--- src/rtl/i2s_frame_sched.sv ---
// i2s_frame_sched: frame-rate scheduler between an I2S receiver/transmitter pair
// and a sample-processing chain, all clocked by the I2S bit clock.
//
// Each ws_in falling edge is a frame tick. On a tick the receiver pair is
// captured and offered downstream (valid/ready). Processed pairs are queued in
// a small FIFO. One queued pair is released to the transmitter per tick once
// the FIFO has been primed. An empty FIFO at a tick reports underflow and
// re-primes the FIFO.
//
// Ports:
//   sclk_in                      bit clock, rising edge
//   rst                          synchronous reset, active-high
//   ws_in                        I2S word select
//   rx_left/rx_right             received pair, stable at the frame tick
//   proc_in_valid/ready/left/right   captured pair offered downstream
//   proc_out_valid/ready/left/right  processed pair pushed into the FIFO
//   tx_left/tx_right             pair driven to the transmitter
//   underflow                    1-cycle pulse: tick while running with an empty FIFO
//   overrun                      1-cycle pulse: pending offer overwritten by a new pair
//
// Build option I2S_SCHED_STATS_EN: adds saturating 16-bit counters
// underflow_cnt and overrun_cnt of the two pulses.
module i2s_frame_sched #(
  parameter int unsigned WIDTH       = 16,
  parameter int unsigned FIFO_DEPTH  = 4,
  parameter int unsigned PRIME_LEVEL = 2
) (
  input  logic             sclk_in,
  input  logic             rst,
  input  logic             ws_in,
  input  logic [WIDTH-1:0] rx_left,
  input  logic [WIDTH-1:0] rx_right,
  output logic             proc_in_valid,
  input  logic             proc_in_ready,
  output logic [WIDTH-1:0] proc_in_left,
  output logic [WIDTH-1:0] proc_in_right,
  input  logic             proc_out_valid,
  output logic             proc_out_ready,
  input  logic [WIDTH-1:0] proc_out_left,
  input  logic [WIDTH-1:0] proc_out_right,
  output logic [WIDTH-1:0] tx_left,
  output logic [WIDTH-1:0] tx_right,
`ifdef I2S_SCHED_STATS_EN
  output logic             underflow,
  output logic             overrun,
  output logic [15:0]      underflow_cnt,
  output logic [15:0]      overrun_cnt
`else
  output logic             underflow,
  output logic             overrun
`endif
);

  localparam int unsigned PtrW = (FIFO_DEPTH > 1) ? $clog2(FIFO_DEPTH) : 1;
  localparam int unsigned CntW = $clog2(FIFO_DEPTH + 1);
  localparam logic [CntW-1:0] DepthC = CntW'(FIFO_DEPTH);
  localparam logic [CntW-1:0] PrimeC = CntW'(PRIME_LEVEL);

  typedef enum logic {InIdle, InOffer} in_state_e;
  typedef enum logic {OutPrime, OutRun} out_state_e;

  // Frame tick detection
  logic ws_q, ws_d;
  logic frame_tick;

  // Input side
  in_state_e        in_state_q, in_state_d;
  logic [WIDTH-1:0] pil_q, pil_d;
  logic [WIDTH-1:0] pir_q, pir_d;
  logic             overrun_q, overrun_d;

  // Output FIFO
  logic [2*WIDTH-1:0] mem_q [FIFO_DEPTH];
  logic [PtrW-1:0]    wr_ptr_q, wr_ptr_d;
  logic [PtrW-1:0]    rd_ptr_q, rd_ptr_d;
  logic [CntW-1:0]    count_q, count_d;
  logic               full;
  logic               push;
  logic               pop;

  // Output side
  out_state_e         out_state_q, out_state_d;
  logic [2*WIDTH-1:0] tx_q, tx_d;
  logic               underflow_q, underflow_d;

  assign ws_d       = ws_in;
  assign frame_tick = ws_q & ~ws_in;

  // Input FSM: a tick always loads the new pair; it is an overrun only when
  // the pending pair is not being accepted on that same edge.
  always_comb begin
    in_state_d = in_state_q;
    pil_d      = pil_q;
    pir_d      = pir_q;
    overrun_d  = 1'b0;
    unique case (in_state_q)
      InIdle: begin
        if (frame_tick) begin
          pil_d      = rx_left;
          pir_d      = rx_right;
          in_state_d = InOffer;
        end
      end
      InOffer: begin
        if (frame_tick) begin
          pil_d     = rx_left;
          pir_d     = rx_right;
          overrun_d = ~proc_in_ready;
        end else if (proc_in_ready) begin
          in_state_d = InIdle;
        end
      end
      default: in_state_d = InIdle;
    endcase
  end

  assign full = (count_q == DepthC);
  assign push = proc_out_valid & ~full;

  // Output FSM: priming is judged on the registered count, so the switch to
  // run takes effect one cycle after the count reaches the prime level.
  always_comb begin
    out_state_d = out_state_q;
    tx_d        = tx_q;
    underflow_d = 1'b0;
    pop         = 1'b0;
    unique case (out_state_q)
      OutPrime: begin
        if (count_q >= PrimeC) begin
          out_state_d = OutRun;
        end
      end
      OutRun: begin
        if (frame_tick) begin
          if (count_q != '0) begin
            pop  = 1'b1;
            tx_d = mem_q[rd_ptr_q];
          end else begin
            // A push on this edge is not bypassed; it stays queued.
            underflow_d = 1'b1;
            out_state_d = OutPrime;
          end
        end
      end
      default: out_state_d = OutPrime;
    endcase
  end

  always_comb begin
    wr_ptr_d = push ? wr_ptr_q + PtrW'(1) : wr_ptr_q;
    rd_ptr_d = pop  ? rd_ptr_q + PtrW'(1) : rd_ptr_q;
    count_d  = count_q;
    unique case ({push, pop})
      2'b10:   count_d = count_q + CntW'(1);
      2'b01:   count_d = count_q - CntW'(1);
      default: count_d = count_q;
    endcase
  end

  always_ff @(posedge sclk_in) begin
    if (rst) begin
      ws_q        <= 1'b1;
      in_state_q  <= InIdle;
      pil_q       <= '0;
      pir_q       <= '0;
      overrun_q   <= 1'b0;
      wr_ptr_q    <= '0;
      rd_ptr_q    <= '0;
      count_q     <= '0;
      out_state_q <= OutPrime;
      tx_q        <= '0;
      underflow_q <= 1'b0;
    end else begin
      ws_q        <= ws_d;
      in_state_q  <= in_state_d;
      pil_q       <= pil_d;
      pir_q       <= pir_d;
      overrun_q   <= overrun_d;
      wr_ptr_q    <= wr_ptr_d;
      rd_ptr_q    <= rd_ptr_d;
      count_q     <= count_d;
      out_state_q <= out_state_d;
      tx_q        <= tx_d;
      underflow_q <= underflow_d;
    end
  end

  // FIFO storage needs no reset; occupancy is tracked by count_q.
  always_ff @(posedge sclk_in) begin
    if (push) begin
      mem_q[wr_ptr_q] <= {proc_out_left, proc_out_right};
    end
  end

`ifdef I2S_SCHED_STATS_EN
  logic [15:0] uf_cnt_q, uf_cnt_d;
  logic [15:0] ov_cnt_q, ov_cnt_d;

  always_comb begin
    uf_cnt_d = uf_cnt_q;
    ov_cnt_d = ov_cnt_q;
    if (underflow_d && (uf_cnt_q != 16'hFFFF)) begin
      uf_cnt_d = uf_cnt_q + 16'd1;
    end
    if (overrun_d && (ov_cnt_q != 16'hFFFF)) begin
      ov_cnt_d = ov_cnt_q + 16'd1;
    end
  end

  always_ff @(posedge sclk_in) begin
    if (rst) begin
      uf_cnt_q <= '0;
      ov_cnt_q <= '0;
    end else begin
      uf_cnt_q <= uf_cnt_d;
      ov_cnt_q <= ov_cnt_d;
    end
  end

  assign underflow_cnt = uf_cnt_q;
  assign overrun_cnt   = ov_cnt_q;
`endif

  assign proc_in_valid  = (in_state_q == InOffer);
  assign proc_in_left   = pil_q;
  assign proc_in_right  = pir_q;
  assign proc_out_ready = ~full;
  assign tx_left        = tx_q[2*WIDTH-1:WIDTH];
  assign tx_right       = tx_q[WIDTH-1:0];
  assign underflow      = underflow_q;
  assign overrun        = overrun_q;

endmodule

--- config.mk ---
export PLATFORM = sky130hd
export DESIGN_NAME = i2s_frame_sched
export DESIGN_NICKNAME = d
export VERILOG_FILES = /design/src/rtl/i2s_frame_sched.sv
export SDC_FILE = /design/constraint.sdc
export NUM_CORES = 1
export LEC_CHECK = 0
export BUFFER_PORTS_ARGS = -buffer_cell sky130_fd_sc_hd__buf_2
export CORE_ASPECT_RATIO = 0.9
export CORE_MARGIN = 1
export CORE_UTILIZATION = 40
export CTS_CLUSTER_DIAMETER = 30
export DETAILED_ROUTE_END_ITERATION = 16
export SETUP_SLACK_MARGIN = 0.2
export SYNTH_ARGS = -nofsm -noshare
export SYNTH_HDL_FRONTEND = slang
export SYNTH_SLANG_ARGS = --single-unit
--- constraint.sdc ---
create_clock -name sclk_in -period 3.05 [get_ports sclk_in]
set_input_delay 0.1525 -clock sclk_in [delete_from_list [all_inputs] [get_ports sclk_in]]
set_output_delay 0.1525 -clock sclk_in [all_outputs]
set_load 0.02 [all_outputs]
# After elaboration in Yosys (flattened, before gate mapping)
# Memory sizes are Yosys's and may differ from the RTL's. A register that Yosys moved wholly into a read port is not among the register bits.
# Cells that the tools add are included.
# totals
ff_bits,44
mem_bits_rw,128
input_bits,69
output_inout_bits,68
word_cells,48
n_memories,1
# mem_list
memory,words,width,rd,rd_clocked_by_memory_dff,wr,line,text
mem_q,4,32,1,1,1,73,logic [2*WIDTH-1:0] mem_q [FIFO_DEPTH];
# op_classes
n_addsub,4
n_lt_le_gt_ge,1
eq_ne,3
n_mux,16
bitwise_logic,8
n_reduce_logical,5
# ops
op,n
$mux 16,2
$mux 1,11
$not 1->1,6
$pmux 3 s2,1
$reduce_or 3->1,2
$add 2x1->2 const B,2
$pmux 1 s2,2
$add 3x1->3 const B,1
$eq 3x3->1 const B,1
$ge 3x2->1 const B,1
$reduce_and 3->1,1
$reduce_bool 3->1,1
$sub 3x1->3 const B,1
$and 1x1->1,2
$eq 2x1->1 const B,1
$eq 2x2->1 const B,1
$reduce_bool 2->1,1

# Logic depth before layout (Yosys ltp)
# logic_depth
ltp_word,6
mapped_depth,9
mapped_depth_nobuf,8

# Worst setup path after synthesis
# OpenSTA, ideal clock, no wires.
# synth_timing
path_type,register to register
from,register count_q[2]
to,register count_q[2]
setup_time_ns,0.071
arrival_ns,2.231
t_required_ns,2.979
slack_ns,0.748
stages_incl_launch_ff,10
n_path_buf,1
synth_period_minus_slack_ns,2.302
path_cell_list,dfxtp_1 -> or3b_1 -> buf_6 -> nand2_1 -> ha_1 -> inv_1 -> fa_1 -> xor2_1 -> or3_2 -> a21oi_1
# synth_between
elab_cells_between_ends,13
cone_classes,2 x add/sub; 3 x eq/ne; 4 x mux; 2 x bitwise; 2 x reduce/logical
# synth_rtl
item,line,text
start: declaration,76,"logic [CntW-1:0] count_q, count_d;"
start signal: assignment,181,count_q <= count_d;
$eq 3x3->1 *,117,assign full = (count_q == DepthC);
$not 1->1 *,n/a,
named net proc_out_ready,38,"output logic proc_out_ready,"
$and 1x1->1 *,118,assign push = proc_out_valid & ~full;
$eq 2x1->1 / $eq 2x2->1 (equally long branches),153,"unique case ({push, pop})"
$pmux 3 s2 / $reduce_bool 2->1 (equally long branches),n/a,
# Mark *: on every way through the listed nets, which the timed path passes. The rest lies on a longest branch.
# A chain may end at the register's enable or synchronous reset.

# Final worst setup path
# layout_timing
from,register count_q[2]
to,register count_q[2]
# layout_between
elab_chain_len,6
elab_cells_between_ends,13
cone_classes,2 x add/sub; 3 x eq/ne; 4 x mux; 2 x bitwise; 2 x reduce/logical
# layout_rtl
item,line,text
$reduce_bool 3->1,135,if (count_q != '0) begin
$mux 1,135,
$mux 1,134,if (frame_tick) begin
$mux 1,127,unique case (out_state_q)
$eq 2x1->1 / $eq 2x2->1 (equally long branches),153,
$pmux 3 s2 / $reduce_bool 2->1 (equally long branches),n/a,
# Several ways; a longest one is shown, not always the timed one.

==> qor.yml <==
synthesis:
  yosysSeqAreaShare_pct: 70.9
  syn_inst: 523
  yosysTopAreaCell: "edfxtp_1"
  yosys-top-cells-area: "edfxtp_1 (51%), dfxtp_1 (20%), mux4_2 (9.5%)"
  syn_area_per_cell_um2: 14.5
  ys_async_sr_fraction_pct: 0
  ys.warnings.count: 0
  synth_seq_cells: 204
  synth.most_common_cell: "edfxtp_1"
  netlist.area_leader.share_pct: 50.8
  synthDistinctLibCells: 32
  syn-num-nets: 598
  synthFlopType: "edfxtp_1"
  synth-edff-count: 128
  syn_area_um2: 7560
  synth_commonest_cells: "edfxtp_1 (128), dfxtp_1 (76), a21oi_1 (69)"
clock_network:
  clock_path_buffers: 3
  clk_latency_ns: 0.51
  root_buffer: "clkbuf_16"
  clock_sinks: 204
  cts_repair_resize_count: 0
  cts_tree: "done"
  htreeDepth: 2
  cts_inserted_buffers: 39
  cts_setup_buffers: 0
  path_clk_slew_ns: 0.05
power:
  power_density_nw_per_um2: 749
  cellLeakagePower_nw: 3.94
  max-vdd-ir-drop_uv: 407
critical_path:
  end_kind: "flip-flop"
  crit_path_max_fanout: 10
  r2r_setup_slack_ns: 0.50
  cp.arrival_ns: 2.97
  cp.required_ns: 3.47
  r2r_cells: 8
  critPathKind: "reg2reg"
  regToRegStartpoint: "count_q[2]"
  r2r-end: "count_q[2]"
  crit_path_start_kind: "flip-flop"
placement:
  io_buffers: 136
  post-place-ws_ns: 0.519
  hpwlAfterDp_um: 10400
  gp_congestion: 0.793
timing:
  hold_viol_final: 0
  final.period_utilization_pct: 83.6
  worst_slew_pin_slew_ns: 1.27
  slew_violations: 0
  rsz0062_at_grt: "no"
  fin_tns_setup_ns: 0
  fin_ws_ns: 0.501
  fmax_mhz: 392
  setup_viol: 0
  skew_ns: 0.0203
  relSlewSlack_pct: 15.4
  min_period_ns: 2.55
  hold_slack_ns: 0.221
min_path:
  hp-class: "in2reg"
  min_to: "count_q[0]"
  min_from: "rst"
  whs_path_depth: 2
layout:
  regArea_um2: 5370
  nFillCells: 1497
  multi_input_area_um2: 1970
  fin_nets: 815
  drive_above_1_share_pct: 34.1
  syn_to_final_growth_pct: 38.6
  antenna_cells: 0
  final_util_pct: 56.8
floorplanning:
  dieArea_um2: 19500
  num_rows: 47
  core_um2: 18500
  fp.dieW_um: 147
  die_h_um: 132
  initial_utilization_pct: 41.0
  ios: 137
run:
  maxCapViolations: 0
global_route:
  antenna_found_initial: 0
  grt_pass1_vias: 5262
  grt.total_usage_pct: 18.4
  grt_max_degree: 38
  grt_pass1_wl_um: 27600
  grt_overflow_total: 0
routing:
  drc_errors: 0
  ant_nets: 0
  vias: 5101
  vias_per_cell: 5.02
  firstDrtPassIters: 4
  routed_wl_um: 17500
  dr.first_iter.drc_count: 201
  wire_per_inst_um: 17.2
outcome:
  status: "complete, no violations"
==> where the power goes <==
group,switching (mW),internal [mW]
Clock,1.39,2.87
Sequential,0.0394,3.05
Combinational,0.300,0.206
==> critical path, stage by stage, from the launching register on <==
cell,delay [ns]
dfxtp_1,0.43
or3b_1,0.52
nand2_1,0.13
ha_1,0.19
inv_1,0.06
fa_1,0.37
xor2_1,0.17
or3_2,0.42
a21oi_1,0.16
==> metrics by stage <==
step	area, um^2	total power, mW	cells
final	10500	7.86	1016
after global routing	10500	8.14	1016
after CTS	10500	7.93	1016
after detailed placement	8470	3.58	877
after global placement	8470	3.56	877
after floorplan	7560	3.40	523
==> per-layer routing <==
| layer | up-vias | share of wire (%) | track usage, % |
|---|---|---|---|
| li1 | 2394 | - | - |
| met2 | 185 | 49 | 30.9 |
| met3 | 38 | 6.6 | 4.86 |
| met1 | 2484 | 42 | 22.5 |
| met4 | 0 | 2.4 | 7.39 |
| met5 | - | 0 | 0 |
==> cells in the final DEF (no fill, tap or decap), drive strengths merged, types with 4 or more instances in the layout <==
cell         instances
buf                149
edfxtp             128
dfxtp               76
a21oi               71
dlygate4sd3         67
nand2               66
clkbuf              48
o21ai               35
nand3               34
mux4                32
clkinv              14
inv                  9
nor2                 6
ha                   5
and3                 4
bufinv               4
==> timing repair <==
action / CTS / global route
hold buffers: 67 / 0
endpoints found under the setup margin: 0 / 0
endpoints found under the hold margin: 164 / 0
==> sequential cells by signal, summed over array words and instances, names as in the netlist <==
signal / flops
ws_q: 1
proc_in_valid: 1
overrun: 1
rd_ptr_q: 2
out_state_q: 1
count_q: 3
underflow: 1
proc_in_left: 16
mem_q: 128
tx_q: 32
proc_in_right: 16
wr_ptr_q: 2
==> area by class of cell <==
cell class / count / share of cell area (%)
sequential: 204 / 51.2
clock inverter: 24 / 2.53
clock buffer: 48 / 10.3
timing repair buffer: 216 / 14.1
multi-input combinational: 273 / 18.8
inverter: 6 / 0.215
tap: 245 / 2.92
==> cell families after synthesis <==
logic type / after synthesis / synth area share (%)
AO/OA/AOI/OAI: 110 / 7.63
flip-flops: 204 / 70.9
buffers and inverters: 46 / 3.09
XOR/XNOR: 2 / 0.232
multiplexers: 32 / 9.53
adder cells (fa/ha/maj): 6 / 1.09
AND/OR/NAND/NOR: 123 / 7.49
==> how the worst max path moves through the flow <==
stage	from	endpoint	depth (start not counted)
5_1_grt	count_q[2]	count_q[2]	8
2_1_floorplan	count_q[2]	count_q[2]	9
3_3_place_gp	count_q[2]	count_q[2]	8
3_5_place_dp	count_q[2]	count_q[2]	8
4_1_cts	count_q[2]	count_q[2]	8
6_report	count_q[2]	count_q[2]	8
Power figures use the tool's default switching activity.
